### src/rtl/uart_tx.sv
// UART transmitter: serializes one NB_DATA-bit word per request into an
// LSB-first frame (start, data, optional even parity, stop) paced by a 16x
// baud strobe. Define UART_TX_PARITY_EN to add the even-parity bit.
module uart_tx #(
    parameter int unsigned NB_DATA       = 8,
    parameter int unsigned NB_STOP_TICKS = 16
) (
    input  logic               i_clk,
    input  logic               i_reset,
    input  logic               i_tick,
    input  logic               i_tx_start,
    input  logic [NB_DATA-1:0] i_tx_data,
    output logic               o_tx,
    output logic               o_tx_busy,
    output logic               o_tx_done
);

    localparam int unsigned BitW  = (NB_DATA > 1) ? $clog2(NB_DATA) : 1;
    localparam int unsigned StopW = (NB_STOP_TICKS > 1) ? $clog2(NB_STOP_TICKS) : 1;
    localparam logic [BitW-1:0]  LastBit  = BitW'(NB_DATA - 1);
    localparam logic [StopW-1:0] LastStop = StopW'(NB_STOP_TICKS - 1);

    typedef enum logic [2:0] {
        StIdle,
        StStart,
        StData,
`ifdef UART_TX_PARITY_EN
        StParity,
`endif
        StStop
    } state_e;

    state_e             state_q;
    logic [3:0]         tick_cnt_q;
    logic [BitW-1:0]    bit_cnt_q;
    logic [StopW-1:0]   stop_cnt_q;
    logic [NB_DATA-1:0] shift_q;
    logic [NB_DATA-1:0] shift_d;
    logic               tx_q;
    logic               busy_q;
    logic               done_q;
`ifdef UART_TX_PARITY_EN
    logic               parity_q;
`endif

    // Shift register contents after the current data bit is retired.
    always_comb begin
        shift_d = shift_q >> 1;
    end

    // Frame sequencer; the line level is computed on each transition so o_tx
    // comes straight from a flop.
    always_ff @(posedge i_clk) begin
        if (i_reset) begin
            state_q    <= StIdle;
            tick_cnt_q <= '0;
            bit_cnt_q  <= '0;
            stop_cnt_q <= '0;
            shift_q    <= '0;
            tx_q       <= 1'b1;
            busy_q     <= 1'b0;
            done_q     <= 1'b0;
`ifdef UART_TX_PARITY_EN
            parity_q   <= 1'b0;
`endif
        end else begin
            done_q <= 1'b0;
            case (state_q)
                StIdle: begin
                    tx_q   <= 1'b1;
                    busy_q <= 1'b0;
                    // busy_q is still high during the done cycle; requests there are dropped.
                    if (i_tx_start && !done_q) begin
                        shift_q    <= i_tx_data;
                        tick_cnt_q <= '0;
                        bit_cnt_q  <= '0;
                        stop_cnt_q <= '0;
                        tx_q       <= 1'b0;
                        busy_q     <= 1'b1;
                        state_q    <= StStart;
`ifdef UART_TX_PARITY_EN
                        parity_q   <= ^i_tx_data;
`endif
                    end
                end
                StStart: begin
                    if (i_tick) begin
                        if (tick_cnt_q == 4'd15) begin
                            tick_cnt_q <= '0;
                            tx_q       <= shift_q[0];
                            state_q    <= StData;
                        end else begin
                            tick_cnt_q <= tick_cnt_q + 4'd1;
                        end
                    end
                end
                StData: begin
                    if (i_tick) begin
                        if (tick_cnt_q == 4'd15) begin
                            tick_cnt_q <= '0;
                            shift_q    <= shift_d;
                            if (bit_cnt_q == LastBit) begin
                                bit_cnt_q <= '0;
`ifdef UART_TX_PARITY_EN
                                tx_q      <= parity_q;
                                state_q   <= StParity;
`else
                                tx_q      <= 1'b1;
                                state_q   <= StStop;
`endif
                            end else begin
                                bit_cnt_q <= bit_cnt_q + 1'b1;
                                tx_q      <= shift_d[0];
                            end
                        end else begin
                            tick_cnt_q <= tick_cnt_q + 4'd1;
                        end
                    end
                end
`ifdef UART_TX_PARITY_EN
                StParity: begin
                    if (i_tick) begin
                        if (tick_cnt_q == 4'd15) begin
                            tick_cnt_q <= '0;
                            tx_q       <= 1'b1;
                            state_q    <= StStop;
                        end else begin
                            tick_cnt_q <= tick_cnt_q + 4'd1;
                        end
                    end
                end
`endif
                StStop: begin
                    if (i_tick) begin
                        if (stop_cnt_q == LastStop) begin
                            stop_cnt_q <= '0;
                            done_q     <= 1'b1;
                            state_q    <= StIdle;
                        end else begin
                            stop_cnt_q <= stop_cnt_q + 1'b1;
                        end
                    end
                end
                default: state_q <= StIdle;
            endcase
        end
    end

    assign o_tx      = tx_q;
    assign o_tx_busy = busy_q;
    assign o_tx_done = done_q;

endmodule

### config.mk
export PLATFORM = sky130hd
export DESIGN_NAME = uart_tx
export DESIGN_NICKNAME = d
export VERILOG_FILES = /design/src/rtl/uart_tx.sv
export SDC_FILE = /design/constraint.sdc
export NUM_CORES = 1
export LEC_CHECK = 0
export CAP_MARGIN = 30
export CORE_ASPECT_RATIO = 0.75
export CORE_MARGIN = 2
export CORE_UTILIZATION = 42
export CTS_BUF_LIST = sky130_fd_sc_hd__clkbuf_16
export DETAILED_ROUTE_END_ITERATION = 8
export SYNTH_ARGS = -nofsm -noshare
export SYNTH_HDL_FRONTEND = slang
export SYNTH_SLANG_ARGS = --single-unit
### constraint.sdc
create_clock -name i_clk -period 2.2 [get_ports i_clk]
set_input_delay 0.22 -clock i_clk [delete_from_list [all_inputs] [get_ports i_clk]]
set_output_delay 0.22 -clock i_clk [all_outputs]
set_load 0.05 [all_outputs]
==> impl_results.md, run 1 <==
* Die W at 69.77 µm
* Worst r2r dst: tick_cnt_q[2]$_SDFFE_PP0P_
* Required @ worst endpoint at 2.36 ns
* CP startpoint: state_q[0]$_SDFFE_PP0P_
* Clock tree sinks at 24
* Core Rows at 17
* Post-DP HPWL at 2117 µm
* DR WL/cell at 13.63 µm
* Crit end category: flop
* Leak at 0.6314 nW
* Post-CTS Hold Buffers at 0
* Post-Route Setup TNS at 0 ns
* Final Hold Viols at 0
* Clock slew at reported path FFs at 0.06 ns
* Io pins at 15
* Skew-Pair Late Insertion Delay at 0.25 ns
* Final Wtd Congestion at 0.7911
* Critical path buffer and inverter count at 1
* Final Hold Slack at 0.4759 ns
* RSZ-0062 raised after global routing: false
* Max frequency at 0.5039 GHz
* Seq/Total Area, Yosys at 0.3526
* Final net count at 191
* Crit-path leading delay family: compound AO/OA/AOI/OAI gates
* Tcrit/Tclk final at 0.9021
* Root buffer cell: clkbuf_16
* Global route overflow at 0
* Via count at 1121
* Post-CTS Setup Bufs at 0
* Slowest cell on the critical path: dfxtp_1
* Core Box Area at 3020 µm²
* MaxCap Viol Count at 0
* Headroom to the max-slew limit at 0.6178
* Cell area power density at 1237 nW/µm²
* CTS tree: done
* Initial drt markers at 64
* Area Growth Syn to Fin at 21.12%
* Drt total wl at 2795 µm
* CP peak stage delay at 0.39 ns
* Gr usage total at 0.1685
* Antenna cells at 0
* Layout cell share with drive strength beyond 1 at 0.08982
* First-pass GRT wire length at 4871 µm
* Clock Skews at 0.001691 ns
* Cells after Synth at 150
* Cell count along the critical path at 6
* Htree depth at 1
* Total Power at 2.041 mW
* Place WS at 0.2273 ns
* Effective utilization at floorplan at 0.4511
* Flops & latches, synth at 24
* Final core utilization at 0.5464
* DRC viols at 0
* CP cell instances: inv_1, ha_1, nand2b_1, a22o_1, or3_1, a221oi_1
* Maximum VDD drop at 0.7370 mV
* Die height at 53.33 µm
* Vias in the first global route at 1087
* Die area at 3720 µm²
* Synth Warn # at 0
* Outcome: complete, no violations
* Synth Area per Inst at 9.084 µm²
* Nature of the critical path startpoint: flop
* Num CTS Buffers at 3
* Netlist Area Pre-Place at 1363 µm²
* Distinct cell type count after synthesis at 35
* Pins Over Slew Limit at 0
* R2R Setup Slk at 0.22 ns
* DR vias/cell at 5.468
* Critical path data arrival time at 2.15 ns
* CP Class: flop to flop
* Final worst slack at 0.2153 ns
* Mapped Nets at 173
* Remaining antenna violation count at 0
* Port buffer count at 14
* Worst-Margin Slew at 0.5733 ns
* Origin of the critical flop-to-flop path: state_q[0]$_SDFFE_PP0P_
* Post-cts sizing count at 0
* Final Critical Period at 1.985 ns
* Pin count of the biggest net entering global routing at 17
* Reg2reg path depth at 6
* Setup-failing EPs final at 0
* Setup crit end: tick_cnt_q[2]$_SDFFE_PP0P_
* Hold crit path type: flop to flop
* Bufs on Longest Clock Path at 2
* Antenna violations before repair at 0
* Peak fanout along the critical path at 5
* DR pass1 iterations at 4
flip-flops by register name (all words and copies together), names as in the netlist:
| signal | cells |
|---|---|
| shift_q | 8 |
| stop_cnt_q | 4 |
| tick_cnt_q | 4 |
| bit_cnt_q | 3 |
| state_q | 2 |
| o_tx | 1 |
| o_tx_busy | 1 |
| o_tx_done | 1 |
routing by layer:
layer	up-vias	share of wire	track usage
li1	586	-	-
met1	517	0.55	0.2220
met2	16	0.39	0.2762
met3	2	0.043	0.04762
met4	0	0.0093	0.03846
met5	-	0	0
cell usage after synthesis:
cell type  number  area share
a31oi_1         3       0.014
a221oi_1        2       0.013
clkbuf_1        2      0.0055
or4_1           1      0.0055
a311o_1         1      0.0073
o21ai_0         4       0.015
nand4_1         3       0.014
a211oi_2        2       0.018
a22o_1          3       0.019
and3_1          1      0.0046
nand4b_1        1      0.0064
a21o_1          3       0.017
nand2b_1        5       0.023
mux2i_1        10       0.073
ha_1           11        0.10
inv_1           4       0.011
a22oi_1         1      0.0055
dfxtp_1        24        0.35
nor2b_1         2      0.0092
nor2_1         18       0.050
a21boi_0        1      0.0055
a21oi_1        10       0.037
nand2b_4        1       0.010
o221a_2         1      0.0083
nor3_1          2      0.0073
a211oi_1        7       0.039
nand2_1         8       0.022
buf_2           1      0.0037
or3_1           2      0.0092
a221oi_4        1       0.019
buf_1           1      0.0028
buf_6           3       0.025
nand3_1         8       0.029
and4b_1         1      0.0073
nand3b_1        2       0.011
stage by stage:
| step | cell area, µm² | instances |
|---|---|---|
| detailed placement | 1545 | 201 |
| global placement | 1545 | 201 |
| finish | 1650 | 205 |
| CTS | 1650 | 205 |
| global route | 1650 | 205 |
| floorplan | 1363 | 150 |
worst min path at each step:
stage	slack, ns	from	to	cells after the start
finish	0.48	o_tx_busy$_SDFFE_PP0N_	o_tx_busy$_SDFFE_PP0N_	2
floorplan	0.30	i_reset	tick_cnt_q[2]$_SDFFE_PP0P_	1
detailed placement	0.47	shift_q[7]$_SDFFE_PP0P_	shift_q[7]$_SDFFE_PP0P_	2
global route	0.51	shift_q[7]$_SDFFE_PP0P_	shift_q[7]$_SDFFE_PP0P_	2
CTS	0.48	o_tx_busy$_SDFFE_PP0N_	o_tx_busy$_SDFFE_PP0N_	2
global placement	0.46	shift_q[7]$_SDFFE_PP0P_	shift_q[7]$_SDFFE_PP0P_	2
cells in the final DEF, fill, tap and decap left out, drive strengths merged:
cell	n
a211oi	9
a21boi	1
a21o	3
a21oi	10
a221oi	3
a22o	3
a22oi	1
a311o	1
a31oi	3
and3	1
and4b	1
buf	6
bufinv	1
clkbuf	3
clkdlybuf4s50	14
dfxtp	24
ha	11
inv	4
mux2i	10
nand2	8
nand2b	6
nand3	8
nand3b	2
nand4	3
nand4b	1
nor2	18
nor2b	2
nor3	2
o21ai	4
o221a	1
or3	2
or4	1
power breakdown:
group	total, mW	internal [mW]	switching (mW)	leakage, nW
clock network	0.511	0.361	0.150	0.0511
registers	0.619	0.544	0.0748	0.196
logic	0.911	0.391	0.520	0.384
total	2.04	1.30	0.745	0.631
worst reg2reg max path, stage by stage (launching register included):
cell      delay (ns)
dfxtp_1         0.39
inv_1           0.13
ha_1            0.38
nand2b_1        0.17
a22o_1          0.26
or3_1           0.31
a221oi_1        0.26
cell families (layout without fill, tap and decap cells):
logic type	Yosys count	after routing	synth area share
adder cells (fa/ha/maj)	11	11	0.1010
AND/OR/NAND/NOR	55	55	0.2084
flip-flops	24	24	0.3526
multiplexers	10	10	0.07346
AO/OA/AOI/OAI	39	39	0.2167
buffers and inverters	11	28	0.04774
final cells by class:
class / instances / area (µm²)
multi-input combinational: 115 / 817.0
clock buffer: 3 / 75.07
fill: 277 / 1370
sequential: 24 / 480.5
clock inverter: 1 / 30.03
inverter: 4 / 15.01
tap: 38 / 47.55
timing repair buffer: 20 / 185.2
No activity file was read; power rests on OpenSTA's default activity.
==> run 2: changes to the inputs <==
- CTS_CLUSTER_SIZE: unset -> 12
==> results of run 2 <==
No change in the layout: final DEF, timing and power equal those of run 1.
==> run 3: changes to the inputs <==
- ABC_CLOCK_PERIOD_IN_PS: unset -> 2200
- REMOVE_ABC_BUFFERS: unset -> 1
==> run 3 against run 2 <==
  * Fmax fell by 0.40%
  * Routed wire length fell by 3.6%
  * Clock skew barely moved
  * Non-clock buffer count fell by 2
  * First-iteration DRC count fell by 11%
  * Combinational power rose by 0.5%
  * Critical path type unchanged
  * Global-route usage fell by 0.74 points
  * Largest cell class unchanged
  * Worst hold slack got worse by 0.0016 ns
  * Core utilization fell by 1.2 points
  * Count of clock-buffer cells in the layout did not move
  * Highest routed layer unchanged
  * Largest power group unchanged
  * Via count rose by 0.98%
==> impl_results.md, run 3 (synthesis results as in run 1) <==
* Outcome: complete, no violations
* Final net count at 189
* Port buffer count at 14
* Final Critical Period at 1.993 ns
* Core Rows at 17
* Reg2reg path depth at 6
* R2R Setup Slk at 0.21 ns
* DR pass1 iterations at 4
* Core Box Area at 3020 µm²
* Hold Crit Start: shift_q[7]$_SDFFE_PP0P_
* Headroom to the max-slew limit at 0.6525
* Effective utilization at floorplan at 0.4511
* Worst r2r dst: tick_cnt_q[2]$_SDFFE_PP0P_
* Final Hold Viols at 0
* Origin of the critical flop-to-flop path: state_q[1]$_SDFFE_PP0P_
* Post-CTS Hold Buffers at 0
* CP cell instances: inv_1, ha_1, nand2b_1, a22o_1, or3_1, a221oi_1
* Skew-Pair Late Insertion Delay at 0.26 ns
* Crit end category: flop
* Leak at 0.6098 nW
* Peak fanout along the critical path at 5
* Worst-Margin Slew at 0.5213 ns
* RSZ-0062 raised after global routing: false
* MaxCap Viol Count at 0
* Initial drt markers at 57
* Final Wtd Congestion at 0.8288
* Io pins at 15
* Nature of the critical path startpoint: flop
* CTS tree: done
* Post-CTS Setup Bufs at 0
* Pins Over Slew Limit at 0
* Antenna cells at 0
* DR vias/cell at 5.576
* Bufs on Longest Clock Path at 2
* Area Growth Syn to Fin at 18.37%
* Clock slew at reported path FFs at 0.06 ns
* Post-DP HPWL at 2065 µm
* Die area at 3720 µm²
* Cell area power density at 1192 nW/µm²
* GR peak layer: met2
* Met3 Use GR at 0.04571
* Max reg flops at 8
* Clock tree sinks at 24
* Placed cell count at 199
* DR WL/cell at 13.28 µm
* Hold crit path type: flop to flop
* CP peak stage delay at 0.41 ns
* Die W at 69.77 µm
* Commonest cells after routing, fill and taps aside: dfxtp_1, nor2_1, clkdlybuf4s50_1
* Layout cell share with drive strength beyond 1 at 0.07273
* CP Class: flop to flop
* Max frequency at 0.5019 GHz
* Pin count of the biggest net entering global routing at 19
* Global route overflow at 0
* Post-Route Setup TNS at 0 ns
* Non-Filler Instances at 203
* GR met2 Demand/Resource at 0.2603
* Required @ worst endpoint at 2.37 ns
* Die height at 53.33 µm
* Antenna violations before repair at 0
* First-pass GRT wire length at 4636 µm
* Maximum VDD drop at 0.5702 mV
* Hold Path Sink: shift_q[7]$_SDFFE_PP0P_
* Top reg by flops: shift_q
* Vias in the first global route at 1035
* Tcrit/Tclk final at 0.9057
* Gr usage total at 0.1611
* Remaining antenna violation count at 0
* Most common cell after layout, fill and taps aside: dfxtp_1
* Critical path data arrival time at 2.16 ns
* Met1 Resource Use GR at 0.2105
* Hold path cells at 2
* Htree depth at 1
* Biggest regs: shift_q: 8 flops, stop_cnt_q: 4 flops, tick_cnt_q: 4 flops
* Root buffer cell: clkbuf_16
* DRC viols at 0
* Total Power at 1.923 mW
* Clock Skews at 0.001734 ns
* Slowest cell on the critical path: dfxtp_1
* Setup-failing EPs final at 0
* Num CTS Buffers at 3
* Drt total wl at 2695 µm
* Final-layout fill cell count at 288
* Via count at 1132
[run 3: cell count changes in the layout (fill, tap and decap cells not counted)]
cell / previous run / this run
bufinv_16: 1 / 0
buf_4: 6 / 3
clkinv_1: 0 / 1
buf_6: 0 / 1
[run 3: final cells by class]
type | count | area (µm²) | share of cell area
timing repair buffer | 18 | 173.9 | 0.1078
clock inverter | 1 | 3.754 | 0.002327
tap | 38 | 47.55 | 0.02948
clock buffer | 3 | 75.07 | 0.04655
sequential | 24 | 480.5 | 0.2979
multi-input combinational | 115 | 817.0 | 0.5066
inverter | 4 | 15.01 | 0.009310
[run 3: how the worst max path moves through the flow]
stage                            startpoint  cells after the start  slack [ns]                         end
floorplan           state_q[0]$_SDFFE_PP0P_                      6        0.01   bit_cnt_q[1]$_SDFFE_PP0P_
global placement    state_q[1]$_SDFFE_PP0P_                      6        0.23  tick_cnt_q[2]$_SDFFE_PP0P_
detailed placement  state_q[1]$_SDFFE_PP0P_                      6        0.22  stop_cnt_q[3]$_SDFFE_PP0P_
CTS                 state_q[1]$_SDFFE_PP0P_                      6        0.20  tick_cnt_q[2]$_SDFFE_PP0P_
global route        state_q[1]$_SDFFE_PP0P_                      7        0.05     shift_q[4]$_SDFFE_PP0P_
finish              state_q[1]$_SDFFE_PP0P_                      6        0.21  tick_cnt_q[2]$_SDFFE_PP0P_
[run 3: metal layers]
layer,up-vias,part of all wire
li1,580,-
met1,530,0.52
met2,18,0.43
met3,4,0.042
met4,0,0.011
met5,-,0
[run 3: worst max-delay path: cells and delay by family (launching register included)]
kind / cells / cell delay (ns)
buf+inv: 1 / 0.12
compound gates: 2 / 0.51
flops: 1 / 0.41
simple gates: 2 / 0.49
fa+ha+maj: 1 / 0.37
[run 3: per-stage QoR]
stage / cell area [µm²] / utilization / worst slack (ns) / hold slack [ns]
floorplan: 1313 / - / 0.01374 / 0.2846
global placement: 1530 / 0.5066 / 0.2295 / 0.4615
detailed placement: 1530 / 0.5066 / 0.2216 / 0.4675
CTS: 1609 / 0.5327 / 0.1987 / 0.4773
global route: 1613 / 0.5340 / 0.05233 / 0.5015
finish: 1613 / 0.5340 / 0.2074 / 0.4743
[run 3: what timing repair did]
item	CTS	global route
gates resized for setup	0	1
hold endpoints to repair	0	0
setup endpoints to repair	0	1
[run 3: power breakdown]
part	switching, mW	internal (mW)	total [mW]	leakage [nW]
Sequential	0.0669	0.544	0.611	0.196
Clock	0.154	0.243	0.397	0.0385
Combinational	0.518	0.398	0.916	0.375
